`config.mk`:
```
export PLATFORM = sky130hd
export DESIGN_NAME = key_matrix_scanner
export DESIGN_NICKNAME = d
export VERILOG_FILES = /design/src/rtl/key_scan_pkg.sv /design/src/rtl/key_debounce.sv /design/src/rtl/key_matrix_scanner.sv
export SDC_FILE = /design/constraint.sdc
export NUM_CORES = 1
export LEC_CHECK = 0
export BUFFER_PORTS_ARGS = -buffer_cell sky130_fd_sc_hd__buf_2
export CAP_MARGIN = 20
export CORE_ASPECT_RATIO = 1.1
export CORE_UTILIZATION = 55
export CTS_BUF_LIST = sky130_fd_sc_hd__clkbuf_4
export CTS_CLUSTER_DIAMETER = 80
export CTS_CLUSTER_SIZE = 16
export DETAILED_ROUTE_END_ITERATION = 6
export PLACE_DENSITY_LB_ADDON = 0.2
export RECOVER_POWER = 25
export SETUP_SLACK_MARGIN = 0.02
export SYNTH_ARGS = -nofsm -noshare
export SYNTH_HDL_FRONTEND = slang
export SYNTH_HIERARCHICAL = 1
export SYNTH_SLANG_ARGS = --single-unit
```
`constraint.sdc`:
```
create_clock -name clk -period 4.3 [get_ports clk]
set_clock_uncertainty 0.1 [all_clocks]
set_input_delay 0.43 -clock clk [delete_from_list [all_inputs] [get_ports clk]]
set_output_delay 0.43 -clock clk [all_outputs]
set_load 0.02 [all_outputs]
```
`src/rtl/key_scan_pkg.sv`:
```
// Shared types, constants and helpers for the 4x4 keypad scanner.
package key_scan_pkg;

    localparam int unsigned NUM_COLS = 4;
    localparam int unsigned NUM_ROWS = 4;
    localparam int unsigned CODE_W   = 4;
    localparam int unsigned NUM_KEYS = NUM_COLS * NUM_ROWS;

    typedef enum logic [1:0] {
        ST_IDLE   = 2'd0,
        ST_REPORT = 2'd1,
        ST_HOLD   = 2'd2
    } scan_state_t;

    typedef enum logic [1:0] {
        KC_NONE   = 2'd0,
        KC_SINGLE = 2'd1,
        KC_MULTI  = 2'd2
    } key_class_t;

    // Position of the set bit in a one-hot snapshot (col*4 + row).
    function automatic logic [CODE_W-1:0] onehot_to_code(input logic [NUM_KEYS-1:0] onehot);
        logic [CODE_W-1:0] code;
        code = '0;
        for (int i = 0; i < NUM_KEYS; i++) begin
            if (onehot[i]) code = CODE_W'(i);
        end
        return code;
    endfunction

    // Classify a snapshot by how many keys are pressed.
    function automatic key_class_t popcount_class(input logic [NUM_KEYS-1:0] snap);
        int unsigned ones;
        ones = 0;
        for (int i = 0; i < NUM_KEYS; i++) begin
            ones = ones + {31'b0, snap[i]};
        end
        if (ones == 0)      return KC_NONE;
        else if (ones == 1) return KC_SINGLE;
        else                return KC_MULTI;
    endfunction

endpackage

```
`src/rtl/key_debounce.sv`:
```
// Accepts a full-scan snapshot only after it repeats for DEBOUNCE_SCANS scans.
module key_debounce
    import key_scan_pkg::*;
#(
    parameter int unsigned DEBOUNCE_SCANS = 4
) (
    input  logic                clk,
    input  logic                rst_n,
    input  logic [NUM_KEYS-1:0] snapshot,
    input  logic                scan_done,
    output logic [NUM_KEYS-1:0] stable,
    output logic                stable_changed
);

    localparam int unsigned CNT_W = $clog2(DEBOUNCE_SCANS + 1);
    localparam logic [CNT_W-1:0] CNT_MAX = CNT_W'(DEBOUNCE_SCANS);

    logic [NUM_KEYS-1:0] prev_raw;
    logic [CNT_W-1:0]    count;
    logic [CNT_W-1:0]    count_next_c;

    // Saturating repeat counter; any difference restarts the run at one.
    always_comb begin
        count_next_c = CNT_W'(1);
        if (snapshot == prev_raw) begin
            count_next_c = (count == CNT_MAX) ? count : count + CNT_W'(1);
        end
    end

    // Raw history, run length and the accepted stable snapshot.
    always_ff @(posedge clk) begin
        if (!rst_n) begin
            prev_raw       <= '0;
            count          <= '0;
            stable         <= '0;
            stable_changed <= 1'b0;
        end else begin
            stable_changed <= 1'b0;
            if (scan_done) begin
                prev_raw <= snapshot;
                count    <= count_next_c;
                if (count_next_c == CNT_MAX) begin
                    stable         <= snapshot;
                    stable_changed <= (snapshot != stable);
                end
            end
        end
    end

endmodule

```
`src/rtl/key_matrix_scanner.sv`:
```
// 4x4 keypad scanner: column drive, row sampling, debounce and single-key reporting.
module key_matrix_scanner
    import key_scan_pkg::*;
#(
    parameter int unsigned SCAN_DIV       = 1000,
    parameter int unsigned DEBOUNCE_SCANS = 4
) (
    input  logic                clk,
    input  logic                rst_n,
    input  logic [NUM_ROWS-1:0] key_row,
    output logic [NUM_COLS-1:0] key_col,
    output logic [CODE_W-1:0]   key_code,
    output logic                key_valid,
    input  logic                key_ack,
    output logic                key_held,
    output logic                multi_key,
    output logic                overrun
);

    localparam int unsigned DIV_W = $clog2(SCAN_DIV);
    localparam int unsigned COL_W = $clog2(NUM_COLS);

    logic [NUM_ROWS-1:0] row_meta;
    logic [NUM_ROWS-1:0] row_sync;
    logic [DIV_W-1:0]    div;
    logic [COL_W-1:0]    col;
    logic [COL_W-1:0]    col_next_c;
    logic [NUM_KEYS-1:0] raw_snap;
    logic [NUM_KEYS-1:0] full_snap_c;
    logic [NUM_KEYS-1:0] stable;
    logic                stable_changed;
    logic                sample_c;
    logic                scan_done_c;
    logic                new_press_c;
    key_class_t          cls_c;

    scan_state_t         state;
    scan_state_t         state_next;
    logic                valid_next;
    logic                overrun_next;
    logic [CODE_W-1:0]   code_next;

    // Two-flop synchroniser for the asynchronous row lines (idle = released).
    always_ff @(posedge clk) begin
        if (!rst_n) begin
            row_meta <= '1;
            row_sync <= '1;
        end else begin
            row_meta <= key_row;
            row_sync <= row_meta;
        end
    end

    assign sample_c    = (div == DIV_W'(SCAN_DIV - 1));
    assign scan_done_c = sample_c && (col == COL_W'(NUM_COLS - 1));
    assign col_next_c  = col + COL_W'(1);

    // Snapshot including the rows being sampled right now (1 = pressed).
    always_comb begin
        full_snap_c = raw_snap;
        full_snap_c[col*NUM_ROWS +: NUM_ROWS] = ~row_sync;
    end

    // Column divider, column rotation and raw snapshot capture.
    always_ff @(posedge clk) begin
        if (!rst_n) begin
            div      <= '0;
            col      <= '0;
            key_col  <= 4'b1110;
            raw_snap <= '0;
        end else if (sample_c) begin
            div      <= '0;
            col      <= col_next_c;
            key_col  <= ~(NUM_COLS'(1) << col_next_c);
            raw_snap <= full_snap_c;
        end else begin
            div <= div + DIV_W'(1);
        end
    end

    key_debounce #(
        .DEBOUNCE_SCANS (DEBOUNCE_SCANS)
    ) u_debounce (
        .clk            (clk),
        .rst_n          (rst_n),
        .snapshot       (full_snap_c),
        .scan_done      (scan_done_c),
        .stable         (stable),
        .stable_changed (stable_changed)
    );

    assign cls_c = popcount_class(stable);

    // A press is only a NONE -> SINGLE step; held/multi still show the old class here.
    assign new_press_c = stable_changed && (cls_c == KC_SINGLE) && !key_held && !multi_key;

    // Report FSM next state and next register values.
    always_comb begin
        state_next   = state;
        valid_next   = key_valid;
        code_next    = key_code;
        overrun_next = overrun;
        case (state)
            ST_IDLE: begin
                if (new_press_c) begin
                    valid_next = 1'b1;
                    code_next  = onehot_to_code(stable);
                    state_next = ST_REPORT;
                end
            end
            ST_REPORT: begin
                if (new_press_c) overrun_next = 1'b1;
                if (key_ack) begin
                    valid_next = 1'b0;
                    state_next = (cls_c == KC_NONE) ? ST_IDLE : ST_HOLD;
                end
            end
            ST_HOLD: begin
                if (cls_c == KC_NONE) state_next = ST_IDLE;
            end
            default: state_next = ST_IDLE;
        endcase
    end

    // FSM state, handshake outputs and classification flags.
    always_ff @(posedge clk) begin
        if (!rst_n) begin
            state     <= ST_IDLE;
            key_valid <= 1'b0;
            key_code  <= '0;
            overrun   <= 1'b0;
            key_held  <= 1'b0;
            multi_key <= 1'b0;
        end else begin
            state     <= state_next;
            key_valid <= valid_next;
            key_code  <= code_next;
            overrun   <= overrun_next;
            key_held  <= (cls_c == KC_SINGLE);
            multi_key <= (cls_c == KC_MULTI);
        end
    end

endmodule

```
==> results summary <==
The number of antenna diodes in the final layout is 0. STA classifies the critical path startpoint as a flop. The power density relative to cell area is 255 mW/mm2. The number of H-tree levels is 3.

Setup violations remaining at the end of the flow were counted as 0. The final reports fail on max-capacitance violations, max-slew violations. The portion of total power attributed to the clock network came out at 32.0%. The number of sinks driven by the clock tree came out at 86.

The iteration count of the initial detailed-routing pass came out at 4. In the synthesized netlist, mux cells make up 7.28% of the area. The post-route netlist has 12.1% of its cells at a drive strength greater than 1.

The final routed wire length divided by cell count is 15.6 um. The gate count of the mapped netlist is 488. The sum of negative setup slack is 0 ps. The largest fanout of any net on the critical path came out at 5. The final RePlAce weighted congestion is 0.840. The leakage power is 1.77 nW.

From synthesis to final layout, the design area changed by 8.44%. The sequential share of power came out at 64.5%. The slew at the pin closest to its max-slew limit came out at 1570 ps. The most common cell in the netlist is dfxtp_1. The number of remaining DRC errors came out at 0.

The number of enable flip-flop cells after synthesis came out at 0. The post-synthesis simple-gate area fraction came out at 19.1%. The fraction of the yosys area taken by sequential cells came out at 37.9%. The tightest slew margin relative to the limit is -4.48%.

The number of standard-cell rows in the floorplan came out at 34. The floorplan die area came out at 0.00862 mm2. The worst setup timing slack at the placement stage came out at 112 ps.

The via count normalized by instance count is 5.62. The library cell used as clock root buffer is clkbuf_4. The total net switching power came out at 0.311 mW. The number of nets in the synthesized netlist came out at 518. The worst hold slack after final layout is 69.1 ps.

In this run the cell area of the synthesized design comes to 0.00454 mm2. By area the synthesized netlist is led by dfxtp_1 38%, mux2i_1 7.3%, xnor2_1 6.0%. The startpoint of the worst register-to-register path is u_debounce/stable[5]. The number of pins with negative max-slew slack in the final report came out at 28. The routed design has 9890 um of wire. After detailed placement, the total cell area comes to 0.00480 mm2. The clock slew seen by the registers of the worst setup and hold paths came out at 140 ps. The post-route clock period utilization is 97.2%. IR analysis of the VDD net gives a maximum drop of 171 uV. After Yosys synthesis, full adders, half adders and majority gates account for 8.00% of the synthesized area. The hold violation count in the final report is 0. Across every metal layer, demand over resource in global routing totals 24.5%.

The number of distinct library cells after synthesis came out at 46. The pin count of the biggest net entering global routing came out at 47. dfxtp_1 takes more of the synthesized area than any other cell. For this run the aggregate overflow at the end of global routing stands at 0. The cell-internal power is 0.943 mW. The net count of the finished layout is 552. The global-route wire length before repair came out at 16400 um. The arrival time of data at the critical path endpoint came out at 4400 ps. The Yosys step of the flow raised 6 warnings. The run finished, with violations left. The top-level I/O count came out at 19. The core region is 0.00796 mm2. For this run, the leading register cell type out of synthesis is dfxtp_1. Combinational logic is responsible for 3.5% of the overall power. By area, the combinational part of the netlist is dominated by simple AND/OR/NAND/NOR gates. By count the netlist is led by 86 x dfxtp_1, 46 x inv_1, 36 x nor2_1, 33 x mux2i_1, 31 x xnor2_1. The setup slack after layout came out at 122 ps. The critical path is of the reg2reg type. The worst hold path begins at key_row[1].

The maximum clock rate is 239 MHz. The sort of element at the end of the critical path is a flop. The worst hold path belongs to the class in2reg. The total of max-cap violations came out at 1.

The fraction of the mapped netlist area in compound gates came out at 12.4%. Tracing the worst setup path back leads to its startpoint at u_debounce/stable[5]. The die span in x came out at 88.6 um. The number of buffers created by CTS came out at 9.

The CTS tree is built. The starting density of the core is 57.0%. The clock period could shrink to 4180 ps. Once detailed placement completed, the half-perimeter wirelength came to 7030 um. The longest clock path from root to sink contains 2 buffers. The share of async-settable or async-resettable flops after synthesis came out at 0%. The overall die height is 97.3 um. The initial antenna violation count is 0. The synthesized design devotes to its leading area cell type 37.9% of total area.

The flip-flop and latch count after synthesis is 86. The total non-filler cell area in the finished layout came out at 0.00492 mm2. For this block, the via count after detailed routing is 3571. The number of nets still failing antenna checks after routing is 0. The total power of the final layout is 1.25 mW. A synthesized cell averages 9.30 um2. The iteration-0 DRC count of the detailed router is 194. The count of buffers added on input and output ports is 18. The synthesized netlist devotes 7.53% of its cell area to XOR and XNOR gates.

Clock latency on the worst-skew pair, taken at its later pin, is 430 ps. The number of global-route vias before repair is 3411. Net switching is 24.8% of the power. The data required time of the critical path came out at 4530 ps.
## cells in the final DEF (no fill, tap or decap), types with 7 or more instances in the layout
cell,synthesis,final
nand4_1,27,27
buf_4,1,27
dfxtp_1,86,86
nor2_1,36,36
o22ai_1,16,16
o21ai_0,12,12
o31ai_2,8,8
clkbuf_4,0,10
nand3_1,10,10
inv_1,46,46
nor2b_1,23,23
nand2_1,16,16
o31ai_1,7,7
clkbuf_1,9,13
mux2i_1,33,33
fa_1,10,10
nand2b_1,13,13
xor2_1,8,8
a21oi_1,24,23
ha_1,13,13
xnor2_1,31,31
## worst max-delay path, stage by stage (launching register included)
cell      delay, ps
dfxtp_1         350
inv_1            70
fa_1            530
inv_1            50
fa_1            460
fa_1            510
inv_1            50
fa_1            470
inv_1            40
ha_1            200
fa_1            470
nor3_2          230
and4bb_4        310
nand4_1         110
o211a_1         150
## power groups by stage
stage	clock network, mW	registers [mW]	logic [mW]
finish	0.401	0.808	0.0442
global placement	0	0.826	0.0435
detailed placement	0	0.826	0.0444
global route	0.446	0.809	0.0490
CTS	0.412	0.808	0.0446
floorplan	0	0.823	0.0335
## state kept, by name (all words and copies together) (netlist names), 2 cells and up
signal	cells
u_debounce/count	3
state	2
col	2
raw_snap	16
u_debounce/stable	16
row_sync	4
u_debounce/prev_raw	16
key_col	4
key_code	4
row_meta	4
div	10
## metal layers
| metal | GRT usage [%] | vias up | share of wire (%) | wire length [um] |
|---|---|---|---|---|
| li1 | - | 1756 | - | - |
| met1 | 33.6 | 1729 | 47 | 4620 |
| met2 | 39.0 | 70 | 48 | 4760 |
| met3 | 3.91 | 16 | 3.5 | 346 |
| met4 | 7.69 | 0 | 1.7 | 167 |
| met5 | 0 | - | 0 | 0 |
## cell families after synthesis
kind of cell    Yosys count
compound gates           81
simple gates            155
fa+ha+maj                23
mux                      33
buf+inv                  71
xor+xnor                 39
flops                    86
## timing repair
| item | in CTS | in global routing |
|---|---|---|
| setup buffers | 0 | 0 |
| endpoints found under the setup margin | 0 | 5 |
| hold buffers | 0 | 0 |
| gates resized for setup | 0 | 3 |
## final timing paths
path / to / slack [ps] / cells after the start
hold / removal: row_meta[1] / 70 / 2
setup reg to reg: key_code[3] / 120 / 14
setup / recovery: key_code[3] / 120 / 14
hold reg to reg: row_sync[1] / 340 / 1
## area by class of cell
type                            count  area, um2
Clock inverter                      6       36.3
Fill cell                         718       3040
Tap cell                          108        135
Sequential cell                    86       1720
Clock buffer                       10       75.1
Inverter                           47        176
Timing Repair Buffer               46        282
Multi-Input combinational cell    332       2490
## stage by stage
stage	std cells	utilization, %
finish	635	61.8
global route	635	61.8
CTS	634	61.8
detailed placement	618	60.4
global placement	618	60.4
floorplan	488	-
Power figures use the tool's default switching activity.
